## src/rtl/hpdcache_mem_inval_ctrl.sv

```systemverilog
// Memory-side invalidation sequencer: buffers interconnect line-invalidation
// requests in an in-order FIFO, issues each one to the CMO handler as an
// invalidate-by-nline with the memory-invalidation qualifier, and returns an
// acknowledgement carrying the original request ID once the handler is done.

package hpdcache_mem_inval_ctrl_pkg;
  // CMO handler operation encoding; exactly one flag is set per request
  typedef struct packed {
    logic is_fence;
    logic is_inval_by_nline;
    logic is_inval_by_set;
    logic is_inval_all;
    logic is_flush_by_nline;
    logic is_flush_by_set;
    logic is_flush_all;
    logic is_flush_inval_by_nline;
    logic is_flush_inval_by_set;
    logic is_flush_inval_all;
  } hpdcache_cmoh_op_t;
endpackage

module hpdcache_mem_inval_ctrl
  import hpdcache_mem_inval_ctrl_pkg::*;
#(
  parameter int unsigned FIFO_DEPTH   = 2,
  parameter int unsigned NLINE_WIDTH  = 34,
  parameter int unsigned OFFSET_WIDTH = 6,
  parameter int unsigned ID_WIDTH     = 4
) (
  input  logic                                clk_i,
  input  logic                                rst_i,

  // interconnect request channel
  input  logic                                mem_inval_req_valid_i,
  output logic                                mem_inval_req_ready_o,
  input  logic [NLINE_WIDTH-1:0]              mem_inval_req_nline_i,
  input  logic [ID_WIDTH-1:0]                 mem_inval_req_id_i,

  // interconnect acknowledgement channel
  output logic                                mem_inval_ack_valid_o,
  input  logic                                mem_inval_ack_ready_i,
  output logic [ID_WIDTH-1:0]                 mem_inval_ack_id_o,

  // CMO handler memory-invalidation port
  output logic                                cmo_req_valid_o,
  input  logic                                cmo_req_ready_i,
  output hpdcache_cmoh_op_t                   cmo_req_op_o,
  output logic [NLINE_WIDTH+OFFSET_WIDTH-1:0] cmo_req_addr_o,
  output logic                                cmo_req_mem_inval_valid_o,
  input  logic                                cmo_mem_inval_ready_i,

  output logic                                busy_o
);

  localparam int unsigned PTR_W = $clog2(FIFO_DEPTH);
  localparam logic [PTR_W:0] PtrOne = {{PTR_W{1'b0}}, 1'b1};

  typedef struct packed {
    logic [NLINE_WIDTH-1:0] nline;
    logic [ID_WIDTH-1:0]    id;
  } inval_req_t;

  typedef enum logic [1:0] {
    ST_IDLE = 2'd0,
    ST_WAIT = 2'd1,
    ST_ACK  = 2'd2
  } state_e;

  state_e     state_q, state_d;

  inval_req_t fifo_q [FIFO_DEPTH];
  logic [PTR_W:0] wr_ptr_q, rd_ptr_q;
  logic       fifo_full, fifo_empty;
  logic       fifo_push, fifo_pop;
  inval_req_t head;

  // Pointers carry a wrap bit: equal pointers mean empty, equal except the
  // wrap bit means full.
  assign fifo_empty = (wr_ptr_q == rd_ptr_q);
  assign fifo_full  = (wr_ptr_q[PTR_W] != rd_ptr_q[PTR_W]) &&
                      (wr_ptr_q[PTR_W-1:0] == rd_ptr_q[PTR_W-1:0]);

  // No push-through when full, even if the head is acked this cycle.
  assign mem_inval_req_ready_o = ~fifo_full;
  assign fifo_push = mem_inval_req_valid_i & ~fifo_full;

  assign head = fifo_q[rd_ptr_q[PTR_W-1:0]];

  // Address and ack ID come straight from the head so they stay stable for
  // as long as the entry is outstanding.
  assign cmo_req_addr_o     = {head.nline, {OFFSET_WIDTH{1'b0}}};
  assign mem_inval_ack_id_o = head.id;

  // Operation is fixed: invalidate by line number only
  always_comb begin
    cmo_req_op_o                   = '0;
    cmo_req_op_o.is_inval_by_nline = 1'b1;
  end

  assign busy_o = ~fifo_empty | (state_q != ST_IDLE);

  // FIFO pointer update; the head is retired only on the ack handshake
  always_ff @(posedge clk_i or posedge rst_i) begin
    if (rst_i) begin
      wr_ptr_q <= '0;
      rd_ptr_q <= '0;
    end else begin
      if (fifo_push) wr_ptr_q <= wr_ptr_q + PtrOne;
      if (fifo_pop)  rd_ptr_q <= rd_ptr_q + PtrOne;
    end
  end

  // FIFO storage; cleared on reset so addr and ack ID read zero afterwards
  always_ff @(posedge clk_i or posedge rst_i) begin
    if (rst_i) begin
      for (int i = 0; i < FIFO_DEPTH; i++) fifo_q[i] <= '0;
    end else if (fifo_push) begin
      fifo_q[wr_ptr_q[PTR_W-1:0]] <= '{nline: mem_inval_req_nline_i,
                                       id:    mem_inval_req_id_i};
    end
  end

  // Sequencer state register
  always_ff @(posedge clk_i or posedge rst_i) begin
    if (rst_i) state_q <= ST_IDLE;
    else       state_q <= state_d;
  end

  // Sequencer next state and handshake outputs. IDLE offers the head to the
  // handler; WAIT keeps the qualifier up until the handler reports ready
  // again (operation finished); ACK holds the ack until the interconnect
  // takes it, which is the only point where the head is popped.
  always_comb begin
    state_d                   = state_q;
    cmo_req_valid_o           = 1'b0;
    cmo_req_mem_inval_valid_o = 1'b0;
    mem_inval_ack_valid_o     = 1'b0;
    fifo_pop                  = 1'b0;
    case (state_q)
      ST_IDLE: begin
        if (!fifo_empty) begin
          cmo_req_valid_o           = 1'b1;
          cmo_req_mem_inval_valid_o = 1'b1;
          if (cmo_req_ready_i && cmo_mem_inval_ready_i) state_d = ST_WAIT;
        end
      end
      ST_WAIT: begin
        cmo_req_mem_inval_valid_o = 1'b1;
        if (cmo_req_ready_i) state_d = ST_ACK;
      end
      ST_ACK: begin
        mem_inval_ack_valid_o = 1'b1;
        if (mem_inval_ack_ready_i) begin
          fifo_pop = 1'b1;
          state_d  = ST_IDLE;
        end
      end
      default: state_d = ST_IDLE;
    endcase
  end

endmodule

```

## config.mk

```make
export PLATFORM = sky130hd
export DESIGN_NAME = hpdcache_mem_inval_ctrl
export DESIGN_NICKNAME = d
export VERILOG_FILES = /design/src/rtl/hpdcache_mem_inval_ctrl.sv
export SDC_FILE = /design/constraint.sdc
export NUM_CORES = 1
export LEC_CHECK = 0
export ABC_AREA = 1
export CAP_MARGIN = 10
export CORE_MARGIN = 3
export CORE_UTILIZATION = 49
export DETAILED_ROUTE_END_ITERATION = 12
export PLACE_DENSITY = 0.8
export REMOVE_ABC_BUFFERS = 1
export SYNTH_ARGS = -nofsm -noshare
export SYNTH_HDL_FRONTEND = slang
export SYNTH_SLANG_ARGS = --single-unit
```

## constraint.sdc

```tcl
create_clock -name clk_i -period 3.7 [get_ports clk_i]
set_clock_uncertainty 0.1 [all_clocks]
set_input_delay 0.925 -clock clk_i [delete_from_list [all_inputs] [get_ports clk_i]]
set_output_delay 0.925 -clock clk_i [all_outputs]
set_load 0.1 [all_outputs]
```

==> flow_metrics.env, run 1 <==
export IMPL_hpwlAfterDp_um=6427
export IMPL_period_minus_slack_ns=3.060
export IMPL_synth_lib_cells_used_distinct=19
export IMPL_critPathRequiredTime_ns=2.67
export IMPL_multi_input_comb_area_um2=1713
export IMPL_crit_path_start="rd_ptr_q[0]$_DFFE_PP0P_"
export IMPL_layout_net_count=635
export IMPL_ys_seq_area_share_pct=50.29
export IMPL_drt_iter0_drc=257
export IMPL_initial_core_util_pct=51.73
export IMPL_maxSlewHeadroom_pct=48.03
export IMPL_cp_max_fo=41
export IMPL_route_detailed_drc=0
export IMPL_critPathCapture="cmo_req_mem_inval_valid_o"
export IMPL_r2r_end="fifo_q[12]$_DFFE_PP0P_"
export IMPL_synth_warning_count=0
export IMPL_end_kind="primary output"
export IMPL_finalCritPeriodShare_pct=82.71
export IMPL_timing_critical_path_arrival_ns=2.04
export IMPL_grt_use_total_pct=22.71
export IMPL_worst_stage_delay_on_the_critical_path_ns=0.57
export IMPL_syn2layout_area_growth_pct=34.74
export IMPL_grt_antenna_before_repair=0
export IMPL_critPathKind="flop to primary output"
export IMPL_clock_sinks=82
export IMPL_worst_r2r_path_depth=8
export IMPL_max_clock_freq_mhz=326.8
export IMPL_max_clock_path_buffers=2
export IMPL_grt_pass1_vias=3599
export IMPL_cts_tree="yes"
export IMPL_numCtsBuffers=9
export IMPL_status="finished clean"
export IMPL_critical_path_top_delay_family="buffers and inverters"
export IMPL_floorplan_io_pins=103
export IMPL_ant_nets=0
export IMPL_slew_viol_final=0
export IMPL_htree_num_levels=3
export IMPL_worstSkewPairLatency_ns=0.36
export IMPL_totalWireLength_um=10670
export IMPL_crit_cells=7
export IMPL_cts_hold_repair_buffers=0
export IMPL_sequential_cell_area_um2=2053
export IMPL_critical_path_buffer_and_inverter_count=2
export IMPL_drive_gt1_share_pct=12.75
export IMPL_dr_pass1_iters=5
export IMPL_antenna_diode_count=0
export IMPL_post_drt_wl_per_cell_um=15.28
export IMPL_die_h_um=97.25
export IMPL_ff2ff_setup_slack_ns=1.36
export IMPL_grt_first_pass_wirelength_um=17640
export IMPL_netlist_instances=530
export IMPL_numPortBuffers=86
export IMPL_synthesis_area_per_instance_um2=7.698
export IMPL_ys_seq_elements=82
export IMPL_postCtsSetupRepairBufs=0
export IMPL_clk_transition_reported_paths_ns=0.08
export IMPL_crit_path_cell_trace="inv_2, nand2_1, nand2_2, nand2_1, nand2_1, nand2_1, buf_12"
export IMPL_grt_start_max_net_pins=79
export IMPL_r2r_start="rd_ptr_q[0]$_DFFE_PP0P_"
export IMPL_die_area_um2=9458
export IMPL_number_of_core_rows=32
export IMPL_ctsResizeCount=0
export IMPL_fill_cells=647
export IMPL_critical_path_slowest_cell="inv_2"
export IMPL_cap_viol_max_count=0
export IMPL_global_route_overflow_total=0
export IMPL_grt_setup_unrepaired="false"
export IMPL_timing_final_setup_violations=0
export IMPL_critical_path_startpoint_type="flop"
export IMPL_core_um2=7888
export IMPL_detailroute_via_count=3881
export IMPL_vias_per_cell=5.560
export IMPL_clock_tree_root_cell="clkbuf_8"
export IMPL_timing_hold_violations_final=0
export IMPL_crit_top_cell="nand2_1"
export IMPL_hold_path_class="flop to flop"
export IMPL_dieWidth_um=97.25
export IMPL_finalSetupTns_ns=0
export IMPL_tightest_pin_transition_ns=0.7795
export IMPL_gpl_final_weighted_congestion=0.7617
export IMPL_post_synth_instance_area_um2=4080
-- worst min-delay path by stage --
| stage | depth (start not counted) | end | slack (ns) | start |
|---|---|---|---|---|
| final | 2 | fifo_q[25]$_DFFE_PP0P_ | 0.37 | fifo_q[25]$_DFFE_PP0P_ |
| after global routing | 2 | fifo_q[18]$_DFFE_PP0P_ | 0.39 | fifo_q[18]$_DFFE_PP0P_ |
| after CTS | 2 | fifo_q[25]$_DFFE_PP0P_ | 0.38 | fifo_q[25]$_DFFE_PP0P_ |
| after detailed placement | 2 | fifo_q[73]$_DFFE_PP0P_ | 0.36 | fifo_q[73]$_DFFE_PP0P_ |
| after global placement | 2 | fifo_q[16]$_DFFE_PP0P_ | 0.35 | fifo_q[16]$_DFFE_PP0P_ |
| after floorplan | 2 | fifo_q[0]$_DFFE_PP0P_ | 0.34 | fifo_q[0]$_DFFE_PP0P_ |
-- Yosys cell counts --
| cell | number | area share, % |
|---|---|---|
| clkbuf_1 | 19 | 1.7 |
| inv_1 | 7 | 0.64 |
| nor2_1 | 4 | 0.37 |
| conb_1 | 2 | 0.18 |
| nand3b_1 | 1 | 0.18 |
| nand4_1 | 77 | 12 |
| buf_2 | 15 | 1.8 |
| nand2_1 | 286 | 26 |
| nand3_2 | 2 | 0.49 |
| dfrtp_1 | 82 | 50 |
| xor2_1 | 2 | 0.43 |
| nand3_1 | 2 | 0.25 |
| buf_4 | 21 | 3.9 |
| buf_6 | 2 | 0.55 |
| nand2_4 | 1 | 0.28 |
| buf_1 | 1 | 0.092 |
| nand2_2 | 1 | 0.15 |
| inv_2 | 3 | 0.28 |
| o21ai_0 | 2 | 0.25 |
-- placed cells by master, fill, tap and decap left out, drive strengths merged --
cell type      instances
buf                   52
bufinv                 2
clkbuf                11
clkdlybuf4s50         42
clkinv                 3
clkinvlp               1
conb                  16
dfrtp                 82
inv                    9
nand2                288
nand3                  4
nand3b                 1
nand4                 77
nor2                   4
o21ai                  2
xor2                   2
-- metrics by stage --
step                      util (%)  cell area, um^2  hold WS (ns)  std cells  setup slack [ns]
after CTS                    69.70             5498        0.3780        698            0.6241
after detailed placement     66.93             5279        0.3584        682             1.020
after global placement       66.93             5279        0.3532        682             1.062
final                        69.70             5498        0.3743        698            0.6396
after floorplan                  -             3802        0.3422        486            0.2460
after global routing         69.70             5498        0.3920        698            0.4747
-- routing by layer --
metal  part of all wire [%]  routed length, um  global-route usage [%]  vias up
met1                     41               4375                   30.87     1875
li1                       -                  -                       -     1802
met3                    8.2                875                   5.097       18
met5                      0                  0                       0        -
met2                     49               5265                   36.36      186
met4                    1.4                149                   7.242        0
-- area by class of cell --
type | instances | share of cell area [%]
clock inverters | 5 | 1.411
repair buffers | 94 | 24.49
well taps | 102 | 2.321
flip-flops and latches | 82 | 37.35
clock buffers | 11 | 2.572
multi-input cells | 394 | 31.16
inverters | 10 | 0.7055
-- flip-flops by register name, summed over array words and instances, names as in the netlist --
signal / flops
wr_ptr_q: 2
fifo_q: 76
state_q: 2
rd_ptr_q: 2
-- cell families (layout without fill, tap and decap cells) --
group	after synthesis	in the layout	synth area share, %
XOR/XNOR	2	2	0.4294
flip-flops	82	82	50.29
AO/OA/AOI/OAI	2	2	0.2453
other	2	16	0.1841
AND/OR/NAND/NOR	374	374	39.83
buffers and inverters	68	120	9.016
-- tightest hold or removal path: stages (launching register included) --
cell     delay, ns
dfrtp_1       0.35
nand2_1       0.05
nand2_1       0.05
Power of run 1 is not shown: default switching activity piles up to over one toggle a cycle in this logic, so the estimate is an artifact.
==> run 2: changes to the inputs <==
clock period = 2.93 ns   (was 3.7 ns; I/O delays follow)
==> run 2 against run 1 <==
Worst hold slack got worse by 0.0016 ns. Cell area up 0.75%. Utilization is 0.52 points higher. First-iteration DRC count down 14%. Wire length down 5.6%. Die area unchanged. Register-to-register slack got worse by 0.90 ns. Critical path depth down 2. Sequential share of layout area decreased by 0.28 points. Non-clock buffer count is 3 higher. Via count decreased by 3.6%.
==> flow_metrics.env, run 2 (synthesis gave the netlist of run 1 again) <==
export IMPL_status="finished clean"
export IMPL_dieWidth_um=97.25
export IMPL_tightest_pin_transition_ns=0.5232
export IMPL_hpwlAfterDp_um=6592
export IMPL_largest_register="fifo_q"
export IMPL_drt_iter0_drc=222
export IMPL_max_clock_path_buffers=2
export IMPL_antenna_diode_count=0
export IMPL_die_h_um=97.25
export IMPL_dr_pass1_iters=6
export IMPL_clock_tree_root_cell="clkbuf_8"
export IMPL_syn2layout_area_growth_pct=35.76
export IMPL_slew_viol_final=0
export IMPL_worstSkewPairLatency_ns=0.36
export IMPL_core_um2=7888
export IMPL_htree_num_levels=3
export IMPL_hold_path_class="flop to flop"
export IMPL_finalSetupTns_ns=0
export IMPL_fill_cells=597
export IMPL_cp_max_fo=44
export IMPL_grt_pass1_vias=3552
export IMPL_global_route_overflow_total=0
export IMPL_post_drt_wl_per_cell_um=14.36
export IMPL_end_kind="primary output"
export IMPL_route_detailed_drc=0
export IMPL_post_place_cell_area_um2=5301
export IMPL_critPathRequiredTime_ns=2.10
export IMPL_period_minus_slack_ns=2.721
export IMPL_ant_nets=0
export IMPL_critPathKind="flop to primary output"
export IMPL_initial_core_util_pct=51.73
export IMPL_layout_cells_most_common_list="nand2_1, dfrtp_1, nand4_1, buf_12, clkdlybuf4s50_1"
export IMPL_multi_input_comb_area_um2=1713
export IMPL_timing_hold_violations_final=0
export IMPL_largest_register_ff_count=76
export IMPL_grt_setup_unrepaired="false"
export IMPL_die_area_um2=9458
export IMPL_grt_start_max_net_pins=58
export IMPL_vias_per_cell=5.340
export IMPL_crit_path_start="rd_ptr_q[0]$_DFFE_PP0P_"
export IMPL_r2r_start="rd_ptr_q[0]$_DFFE_PP0P_"
export IMPL_timing_critical_path_arrival_ns=1.89
export IMPL_finalCritPeriodShare_pct=92.87
export IMPL_grt_first_pass_wirelength_um=17160
export IMPL_totalWireLength_um=10070
export IMPL_clock_sinks=82
export IMPL_detailroute_via_count=3743
export IMPL_number_of_core_rows=32
export IMPL_grt_use_total_pct=22.05
export IMPL_ctsResizeCount=0
export IMPL_hold_path_startpoint="fifo_q[8]$_DFFE_PP0P_"
export IMPL_numPortBuffers=86
export IMPL_layout_net_count=638
export IMPL_sequential_cell_area_um2=2053
export IMPL_grt_antenna_before_repair=0
export IMPL_postCtsSetupRepairBufs=0
export IMPL_maxSlewHeadroom_pct=65.12
export IMPL_cts_hold_repair_buffers=0
export IMPL_numCtsBuffers=9
export IMPL_cap_viol_max_count=0
export IMPL_gpl_final_weighted_congestion=0.7690
export IMPL_critical_path_startpoint_type="flop"
export IMPL_clk_transition_reported_paths_ns=0.08
export IMPL_drive_gt1_share_pct=13.36
export IMPL_layout_commonest_cell="nand2_1"
export IMPL_floorplan_io_pins=103
export IMPL_finalInstanceArea_um2=5539
export IMPL_timing_final_setup_violations=0
export IMPL_max_clock_freq_mhz=367.5
export IMPL_cts_tree="yes"
==> run 2: cell types whose count changed in the layout (fill, tap and decap cells not counted) <==
| cell | before | now |
|---|---|---|
| buf_4 | 8 | 11 |
| clkbuf_1 | 1 | 0 |
| clkbuf_8 | 10 | 12 |
| clkinv_2 | 3 | 2 |
==> run 2: cell type report <==
cell class | instances | area share [%]
clock buffer | 12 | 2.982
timing repair buffer | 97 | 24.71
multi-input combinational | 394 | 30.92
sequential | 82 | 37.07
tap | 102 | 2.304
inverter | 10 | 0.7002
clock inverter | 4 | 1.310
==> run 2: per-layer routing <==
metal / track usage [%] / part of all wire (%)
met1: 29.87 / 42
met5: 0 / 0
met2: 35.93 / 49
met4: 7.348 / 1.6
met3: 4.092 / 8.0
==> run 2: critical path, cell delays in order, from the launching register on <==
cell     delay [ns]
dfrtp_1        0.42
inv_2          0.30
nand2_1        0.12
nand2_2        0.12
nand2_4        0.27
buf_12         0.29
==> run 2: through the flow <==
step,cells,utilization [%],setup slack [ns],hold WS [ns]
floorplan,486,-,-0.4305,0.3422
global placement,685,67.21,0.5743,0.3531
detailed placement,685,67.21,0.4872,0.3584
CTS,701,70.23,0.1793,0.3768
global route,701,70.23,0.04687,0.3942
finish,701,70.23,0.2089,0.3726
==> run 2: final timing paths <==
path | endpoint | slack (ns) | depth (start not counted)
setup / recovery | mem_inval_req_ready_o | 0.21 | 5
hold reg to reg | fifo_q[8]$_DFFE_PP0P_ | 0.37 | 2
min in group asynchronous | rd_ptr_q[1]$_DFFE_PP0P_ | 0.60 | 2
max in group asynchronous | wr_ptr_q[0]$_DFFE_PP0N_ | 1.47 | 3
hold / removal | fifo_q[8]$_DFFE_PP0P_ | 0.37 | 2
setup reg to reg | fifo_q[42]$_DFFE_PP0P_ | 0.46 | 8
Power of run 2 is left out for the same reason.
